[config.mk]
export PLATFORM = sky130hd
export DESIGN_NAME = alu_seq
export DESIGN_NICKNAME = d
export VERILOG_FILES = /design/src/rtl/alu_pkg.sv /design/src/rtl/alu_mul_seq.sv /design/src/rtl/alu_seq.sv
export SDC_FILE = /design/constraint.sdc
export NUM_CORES = 1
export LEC_CHECK = 0
export CORE_AREA = 2 2 193 119
export DETAILED_ROUTE_END_ITERATION = 10
export DIE_AREA = 0 0 195 121
export GPL_TIMING_DRIVEN = 0
export PLACE_DENSITY = 0.51
export SYNTH_ARGS = -nofsm -noshare
export SYNTH_HDL_FRONTEND = slang
export SYNTH_SLANG_ARGS = --single-unit
[constraint.sdc]
create_clock -name clk -period 6.1 [get_ports clk]
set_input_delay 0.61 -clock clk [delete_from_list [all_inputs] [get_ports clk]]
set_output_delay 0.61 -clock clk [all_outputs]
set_load 0.03 [all_outputs]
[src/rtl/alu_pkg.sv]
`default_nettype none
// ============================================================================
// Module      : alu_pkg
// Description : Op codes and FSM state encoding shared by alu_seq and its
//               multiplier.
// Revision    : 1.0 - initial release
// ============================================================================
package alu_pkg;

    localparam logic [2:0] OP_ADD = 3'b000;
    localparam logic [2:0] OP_SUB = 3'b001;
    localparam logic [2:0] OP_AND = 3'b010;
    localparam logic [2:0] OP_OR  = 3'b011;
    localparam logic [2:0] OP_XOR = 3'b100;
    localparam logic [2:0] OP_NOT = 3'b101;
    localparam logic [2:0] OP_MUL = 3'b110;
    localparam logic [2:0] OP_ADC = 3'b111;

    typedef logic [0:0] state_t;
    localparam state_t ST_IDLE = 1'b0;
    localparam state_t ST_MUL  = 1'b1;

endpackage
`default_nettype wire

[src/rtl/alu_mul_seq.sv]
`default_nettype none
// ============================================================================
// Module      : alu_mul_seq
// Description : Unsigned shift-add multiplier, one partial product per cycle.
// Revision    : 1.0 - initial release
// ============================================================================
module alu_mul_seq #(
    parameter int WIDTH = 16
) (
    input  logic               clk,
    input  logic               rst_n,
    input  logic               start,
    input  logic [WIDTH-1:0]   a,
    input  logic [WIDTH-1:0]   b,
    output logic               done,
    output logic [2*WIDTH-1:0] prod
);
    import alu_pkg::*;

    localparam int CW = $clog2(WIDTH) + 1;

    logic [WIDTH-1:0]   r_mcand;
    logic [WIDTH-1:0]   r_mplier;
    logic [2*WIDTH-1:0] r_acc;
    logic [CW-1:0]      r_cnt;
    logic               r_busy;

    logic [WIDTH-1:0]   w_addend;
    logic [WIDTH:0]     w_sum;
    logic               w_last;

    always_comb begin
        w_addend = r_mplier[0] ? r_mcand : '0;
        w_sum    = {1'b0, r_acc[2*WIDTH-1:WIDTH]} + {1'b0, w_addend};
        w_last   = (r_cnt == CW'(WIDTH));
    end

    // The carry out of the upper-half add is shifted back in as the new MSB.
    always_ff @(posedge clk) begin
        if (!rst_n) begin
            r_mcand  <= '0;
            r_mplier <= '0;
            r_acc    <= '0;
            r_cnt    <= '0;
            r_busy   <= 1'b0;
        end else if (start) begin
            r_mcand  <= a;
            r_mplier <= b;
            r_acc    <= '0;
            r_cnt    <= '0;
            r_busy   <= 1'b1;
        end else if (r_busy) begin
            if (w_last) begin
                r_busy <= 1'b0;
            end else begin
                r_acc    <= {w_sum, r_acc[WIDTH-1:1]};
                r_mplier <= r_mplier >> 1;
                r_cnt    <= r_cnt + 1'b1;
            end
        end
    end

    assign done = r_busy & w_last;
    assign prod = r_acc;

endmodule
`default_nettype wire

[src/rtl/alu_seq.sv]
`default_nettype none
// ============================================================================
// Module      : alu_seq
// Description : Registered ALU with valid/ready input, persistent carry flag
//               and a multi-cycle multiplier.
// Revision    : 1.0 - initial release
// ============================================================================
module alu_seq #(
    parameter int WIDTH = 16
) (
    input  logic             clk,
    input  logic             rst_n,
    input  logic             in_valid,
    output logic             in_ready,
    input  logic [WIDTH-1:0] a,
    input  logic [WIDTH-1:0] b,
    input  logic [2:0]       op,
    output logic             out_valid,
    output logic [WIDTH-1:0] y,
    output logic             c,
    output logic             v,
    output logic             n,
    output logic             z
);
    import alu_pkg::*;

    state_t             r_state;
    state_t             w_state_nxt;
    logic [WIDTH-1:0]   r_y;
    logic               r_c, r_v, r_n, r_z, r_out_valid;

    logic               w_accept;
    logic               w_mul_start;
    logic               w_mul_done;
    logic [2*WIDTH-1:0] w_prod;
    logic [WIDTH-1:0]   w_bop;
    logic               w_cin;
    logic [WIDTH:0]     w_sum;
    logic               w_load;
    logic [WIDTH-1:0]   w_y_nxt;
    logic               w_c_nxt, w_v_nxt, w_n_nxt;

    assign in_ready = rst_n & (r_state == ST_IDLE);
    assign w_accept = in_valid & in_ready;

    alu_mul_seq #(.WIDTH(WIDTH)) u_mul (
        .clk   (clk),
        .rst_n (rst_n),
        .start (w_mul_start),
        .a     (a),
        .b     (b),
        .done  (w_mul_done),
        .prod  (w_prod)
    );

    // ADC reads the registered carry, so a preceding ADD/SUB forwards naturally.
    always_comb begin
        w_bop = (op == OP_SUB) ? ~b : b;
        w_cin = (op == OP_SUB) ? 1'b1 : ((op == OP_ADC) ? r_c : 1'b0);
        w_sum = {1'b0, a} + {1'b0, w_bop} + {{WIDTH{1'b0}}, w_cin};
    end

    always_comb begin
        w_state_nxt = r_state;
        w_mul_start = 1'b0;
        w_load      = 1'b0;
        w_y_nxt     = r_y;
        w_c_nxt     = r_c;
        w_v_nxt     = r_v;
        w_n_nxt     = r_n;
        case (r_state)
            ST_IDLE: begin
                if (w_accept) begin
                    if (op == OP_MUL) begin
                        w_mul_start = 1'b1;
                        w_state_nxt = ST_MUL;
                    end else begin
                        w_load  = 1'b1;
                        w_c_nxt = 1'b0;
                        w_v_nxt = 1'b0;
                        w_n_nxt = 1'b0;
                        case (op)
                            OP_ADD, OP_SUB, OP_ADC: begin
                                w_y_nxt = w_sum[WIDTH-1:0];
                                w_c_nxt = w_sum[WIDTH];
                                w_v_nxt = (a[WIDTH-1] == w_bop[WIDTH-1]) &&
                                          (w_sum[WIDTH-1] != a[WIDTH-1]);
                                w_n_nxt = w_sum[WIDTH-1];
                            end
                            OP_AND:  w_y_nxt = a & b;
                            OP_OR:   w_y_nxt = a | b;
                            OP_XOR:  w_y_nxt = a ^ b;
                            default: w_y_nxt = ~a;
                        endcase
                    end
                end
            end
            ST_MUL: begin
                if (w_mul_done) begin
                    w_load      = 1'b1;
                    w_y_nxt     = w_prod[WIDTH-1:0];
                    w_c_nxt     = |w_prod[2*WIDTH-1:WIDTH];
                    w_v_nxt     = |w_prod[2*WIDTH-1:WIDTH];
                    w_n_nxt     = 1'b0;
                    w_state_nxt = ST_IDLE;
                end
            end
            default: w_state_nxt = ST_IDLE;
        endcase
    end

    always_ff @(posedge clk) begin
        if (!rst_n) begin
            r_state <= ST_IDLE;
        end else begin
            r_state <= w_state_nxt;
        end
    end

    always_ff @(posedge clk) begin
        if (!rst_n) begin
            r_y         <= '0;
            r_c         <= 1'b0;
            r_v         <= 1'b0;
            r_n         <= 1'b0;
            r_z         <= 1'b0;
            r_out_valid <= 1'b0;
        end else begin
            r_out_valid <= w_load;
            if (w_load) begin
                r_y <= w_y_nxt;
                r_c <= w_c_nxt;
                r_v <= w_v_nxt;
                r_n <= w_n_nxt;
                r_z <= (w_y_nxt == '0);
            end
        end
    end

    assign out_valid = r_out_valid;
    assign y         = r_y;
    assign c         = r_c;
    assign v         = r_v;
    assign n         = r_n;
    assign z         = r_z;

endmodule
`default_nettype wire

=== Yosys cells after proc, flatten, opt, wreduce, memory -nomap -nowiden ===
Cells that the tools add are included.

* $add $sub $neg: 4
* Multiply operators: 0
* Divide/modulo/power cells: 0
* Order comparisons: 0
* Equality and inequality tests: 13
* Shift operators: 0
* Mux-type cells: 38
* Bitwise operators: 11
* Reductions and logical operators: 10

{| class="wikitable"
|+ Operator list
! operator !! number
|-
| 2-to-1 mux 16 bit || 8
|-
| one-hot mux 16 bit (4 select lines) || 1
|-
| adder 16 x 16 -> 17 bit || 2
|-
| inverter 16 bit || 2
|-
| one-hot mux 16 bit (2 select lines) || 1
|-
| 2-to-1 mux 1 bit || 23
|-
| adder 17 x 1 -> 17 bit || 1
|-
| AND 16 bit || 1
|-
| logical NOT 16 bit || 1
|-
| OR 16 bit || 1
|-
| OR reduction 16 bit || 1
|-
| bitwise XOR 16 bit || 1
|-
| one-hot mux 1 bit (2 select lines) || 5
|-
| == test 3 bit, second input constant || 3
|-
| == test 3 x 2 -> 1 bit, second input constant || 2
|-
| adder 5 x 1 -> 5 bit, second input constant || 1
|-
| == test 5 bit, second input constant || 1
|-
| != test 2 x 1 -> 1 bit, second input constant || 2
|-
| != test 2 bit, second input constant || 2
|-
| AND reduction 2 bit || 2
|-
| AND reduction 4 bit || 1
|-
| AND 1 bit || 3
|-
| == test 3 x 1 -> 1 bit, second input constant || 1
|-
| logical NOT 3 bit || 1
|-
| 7 further kinds || 9
|}

* Bits in registers: 92
* Bits in latches: 0
* Bits in writable memories: 0
* Memory bits (read-only): 0
* Input bits: 38
* Output and inout bits: 22
* Logic and storage cells: 88
* Memories: 0

=== Logic depth before layout (Yosys ltp) ===
* Depth after elaboration: 10
* Mapped depth: 16
* Gate-level depth less buffers: 14

=== By module ===
A second synthesis with hierarchy kept.

* Cells, all modules: 837
* Area total of the unflattened synthesis: 6556.3 sq um

{| class="wikitable"
|+ Modules (own cells, without submodules)
! module !! times used !! cells an instance !! area each (sq um) !! sequential area each (sq um)
|-
| alu_mul_seq || 1 || 430 || 3552.2 || 1401.3
|-
| alu_seq || 1 || 407 || 3004.1 || 440.4
|}

=== Worst setup path after synthesis ===
Ideal clock, no wire load.

* Kind: input-to-reg
* Start: in op[2]
* End: reg r_z (netlist: z)
* Setup time: 69 ps
* Arrival time: 4064 ps
* Setup slack: 1967 ps
* Stages on the path: 16
* Cell sequence: buf_6 > buf_6 > buf_2 > nor2_1 > xnor2_1 > fa_1 > fa_1 > a21o_1 > a22o_1 > or3_1 > a311oi_2 > and2_1 > nand4_1 > nor4_1 > nand4_1 > o21ai_1

* Cells in the longest elaborated chain, start to end: 9
* Elaborated cells between the ends (all ways): 21

{| class="wikitable"
|+ Ends and longest elaborated chain
! item !! line !! RTL
|-
| from (decl) || alu_seq.sv:17 || <nowiki>input logic [2:0] op,</nowiki>
|-
| == test 3 x 1 -> 1 bit or == test 3 bit (tied branches) || alu_seq.sv:58, alu_seq.sv:59, alu_seq.sv:82 ||
|-
| 2-to-1 mux 16 bit or 2-to-1 mux 1 bit (tied branches) || alu_seq.sv:58, alu_seq.sv:59 ||
|-
| adder 16 x 16 -> 17 bit or 2-to-1 mux 1 bit (tied branches) || alu_seq.sv:60, alu_seq.sv:59 ||
|-
| adder 17 x 1 -> 17 bit || alu_seq.sv:60 || <nowiki>w_sum = {1'b0, a} + {1'b0, w_bop} + {{WIDTH{1'b0}}, w_cin};</nowiki>
|-
| one-hot mux 16 bit (4 select lines) || alu_seq.sv:82 || <nowiki>case (op)</nowiki>
|-
| 2-to-1 mux 16 bit || alu_seq.sv:74 || <nowiki>if (op == OP_MUL) begin</nowiki>
|-
| 2-to-1 mux 16 bit || alu_seq.sv:73 || <nowiki>if (w_accept) begin</nowiki>
|-
| one-hot mux 16 bit (2 select lines) || alu_seq.sv:71 || <nowiki>case (r_state)</nowiki>
|-
| logical NOT 16 bit || alu_seq.sv:135 || <nowiki>r_z <= (w_y_nxt == '0);</nowiki>
|-
| to (signal assigned) || alu_seq.sv:135 ||
|-
| to (decl) || alu_seq.sv:30 || <nowiki>logic r_c, r_v, r_n, r_z, r_out_valid;</nowiki>
|}

Parallel ways exist; a longest one is shown, timed or not.
A chain may end at the register's enable or synchronous reset.

=== Worst setup path after layout ===
Ends and elaborated chain as after synthesis.

==> run metrics <==
DR WL met3=1900 um; ant diodes=0; Die ar.=23600 um2; nature of the critical path endpoint=flip-flop; leakage power=3.03 nW; Synth Cell Area=6430 um2; Worst IR Drop VDD=between 0.1 and 0.15 mV; Ys Warns=0; Post-synth top flop=dfxtp_1; final worst path period share=87.2%; relative slew slack=between 30% and 40%; Vias=between 6000 and 7000; R2R depth=13; routed vias/inst=5.24; clock sink count=92; Post-layout nets=1003; Avg WL per Cell=~19 um; Async SR Flop Fraction=0%; flops & latches, synth=92; die width=195 um; Max Freq=0.188 GHz; Final TNS setup=0 ns; setup repair after global routing missed its margin=false; Netlist cell types=65; max cap viols=0; number of CTS-inserted buffers=9; Synthesized Nets=934; syn_area_per_cell=7.77 um2; grt ovf=0; gpl congestion=0.910; final slew viol count=0; Worst Setup SP=op[2]; Iteration-0 DRC Markers=around 600; # resized after CTS=0; GR Util All Layers=19.2%; number of synthesized flops with an enable pin=0; clock slew at reported path FFs=0.07 ns; Max FO, Critical Path=10; initial antenna violation count=0; DRT Wirelength=22500 um; WL met1=12500 um; kind of critical path=input port to flip-flop; Initial DRT Pass Iterations=5; Antenna Nets Post-Route=0; core area=21800 um2; post-DP HPWL=approximately 18000 um; Seq/Total Area, Yosys=28.6%; Buffers on Ports=58; required time of the critical path=6.39 ns; Area Growth Syn to Fin=19.3%; global-route wire length before repair=34200 um; largest net degree at the start of global routing=16; Mapped Cells=828; Cell Pwr Density=a little over 200 nW/um2; clk_lat worst skew=0.35 ns; Worst Hold Path Cells=2; share of cells above drive strength 1=4.32%; vias in the first global route=5565; min-delay src=u_mul.r_mcand[15]; worst hold path class=flip-flop to flip-flop; Fin Clk Skew=about 0.0078 ns; min Tclk post-route=5.32 ns; Die Ht=121 um; status=finished, final reports clean; I/O pins=60; Finished Layout Cells=~1200; Reg2Reg Launch Point=c; top sig layer=met4; # setup viols final=0; H-Tree Depth=3; Starting Density=29.6%; Worst Max-Slew Pin Slew=around 1.0 ns; Place WS=0.521 ns; critical path launch point type=input port; CTS tree=built; crit path DAT=5.61 ns; Max clock buf depth=2; Hold Violations, Final=0; # DRC=0; placed cells=1172; post-CTS setup buffer count=0; Final WS setup=0.780 ns; Hold-fix buffers, CTS=0; site row count=42; CTS root buffer=clkbuf_16; met2 WL post-DR=7940 um
## sequential cells by signal, summed over array words and instances (netlist names)
name and count:
u_mul.prod 32, u_mul.r_mcand 16, u_mul.r_mplier 16, n 1
u_mul.r_busy 1, out_valid 1, z 1, u_mul.r_cnt 5
c 1, r_state 1, y 16, v 1
## cell usage after synthesis, types with 8 or more instances
master      n  area (um2)
nand3_1     8        40.0
o21ai_0    35         175
and2_1     22         138
ha_1       65         813
inv_1      41         154
a311oi_1   16         140
nand2_1   145         544
nand4_1    11        68.8
a21oi_1    89         445
o22ai_1     9        56.3
dfxtp_1    92        1840
a211oi_1   16         120
clkbuf_1   35         131
nor2_1     60         225
xnor2_1    31         272
xor2_1     14         123
a21o_1     11        82.6
## cell type report
type	count	area, um2
Buffer	50	243
Clock buffer	10	239
Clock inverter	6	63.8
Fill cell	2358	14100
Inverter	41	154
Multi-Input combinational cell	645	4190
Sequential cell	92	1840
Tap cell	286	358
Timing Repair Buffer	58	581
## critical path: stages
cell and delay (ns):
clkdlybuf4s50_1 0.58, buf_6 0.24, buf_6 0.14, buf_2 0.19, nor2_1 0.68, xnor2_1 0.19, fa_1 0.47, fa_1 0.46
a21o_1 0.21, a22o_1 0.28, or3_1 0.35, a311oi_2 0.36, and2_1 0.17, nand4_1 0.17, nor4_1 0.24, nand4_1 0.13
o21ai_1 0.13
## layer usage
metal / vias to the layer above / global-route usage, %
met5: - / 0
met4: 0 / 2.58
met3: 14 / 4.75
met2: 208 / 24.0
met1: 2943 / 31.9
li1: 3065 / -
## stage by stage
stage | hold WS, ns | area, um2 | utilization, % | power, W
finish | 0.457 | 7670 | 35.3 | 0.00159
global route | 0.489 | 7670 | 35.3 | 0.00166
CTS | 0.456 | 7670 | 35.3 | 0.00159
detailed placement | 0.447 | 7370 | 33.9 | 0.00101
global placement | 0.442 | 7370 | 33.9 | 0.00101
floorplan | 0.432 | 6430 | - | 0.000868
## logic make-up (layout without fill, tap and decap cells)
group	count (synthesis)	after routing	share of synthesized area, %
simple gates	295	295	21.4
xor+xnor	45	45	6.13
flops	92	92	28.6
fa+ha+maj	68	68	13.6
compound gates	236	236	24.0
buf+inv	91	165	6.17
mux	1	1	0.156
## where the power goes
part	leakage, nW	switching, W	internal [W]
clock network	0.144	0.000256	0.000328
logic	2.14	0.000227	0.000148
registers	0.744	0.0000117	0.000615
total	3.03	0.000494	0.00109
## cell usage in the layout, fill, tap and decap left out, types with 14 or more instances in the layout
cell type	synthesis	layout
o21ai_0	35	35
a21oi_1	89	89
clkbuf_1	35	35
a211oi_1	16	16
inv_1	41	41
nand2_1	145	145
and2_1	22	22
xnor2_1	31	31
a311oi_1	16	16
dfxtp_1	92	92
nor2_1	60	60
xor2_1	14	14
ha_1	65	65
clkdlybuf4s50_1	0	58
## worst paths after layout
check	endpoint	slack [ns]
max	z	0.78
min	u_mul.r_mcand[15]	0.46
max reg2reg	z	2.57
min reg2reg	u_mul.r_mcand[15]	0.46
No activity file was read; power rests on OpenSTA's default activity.
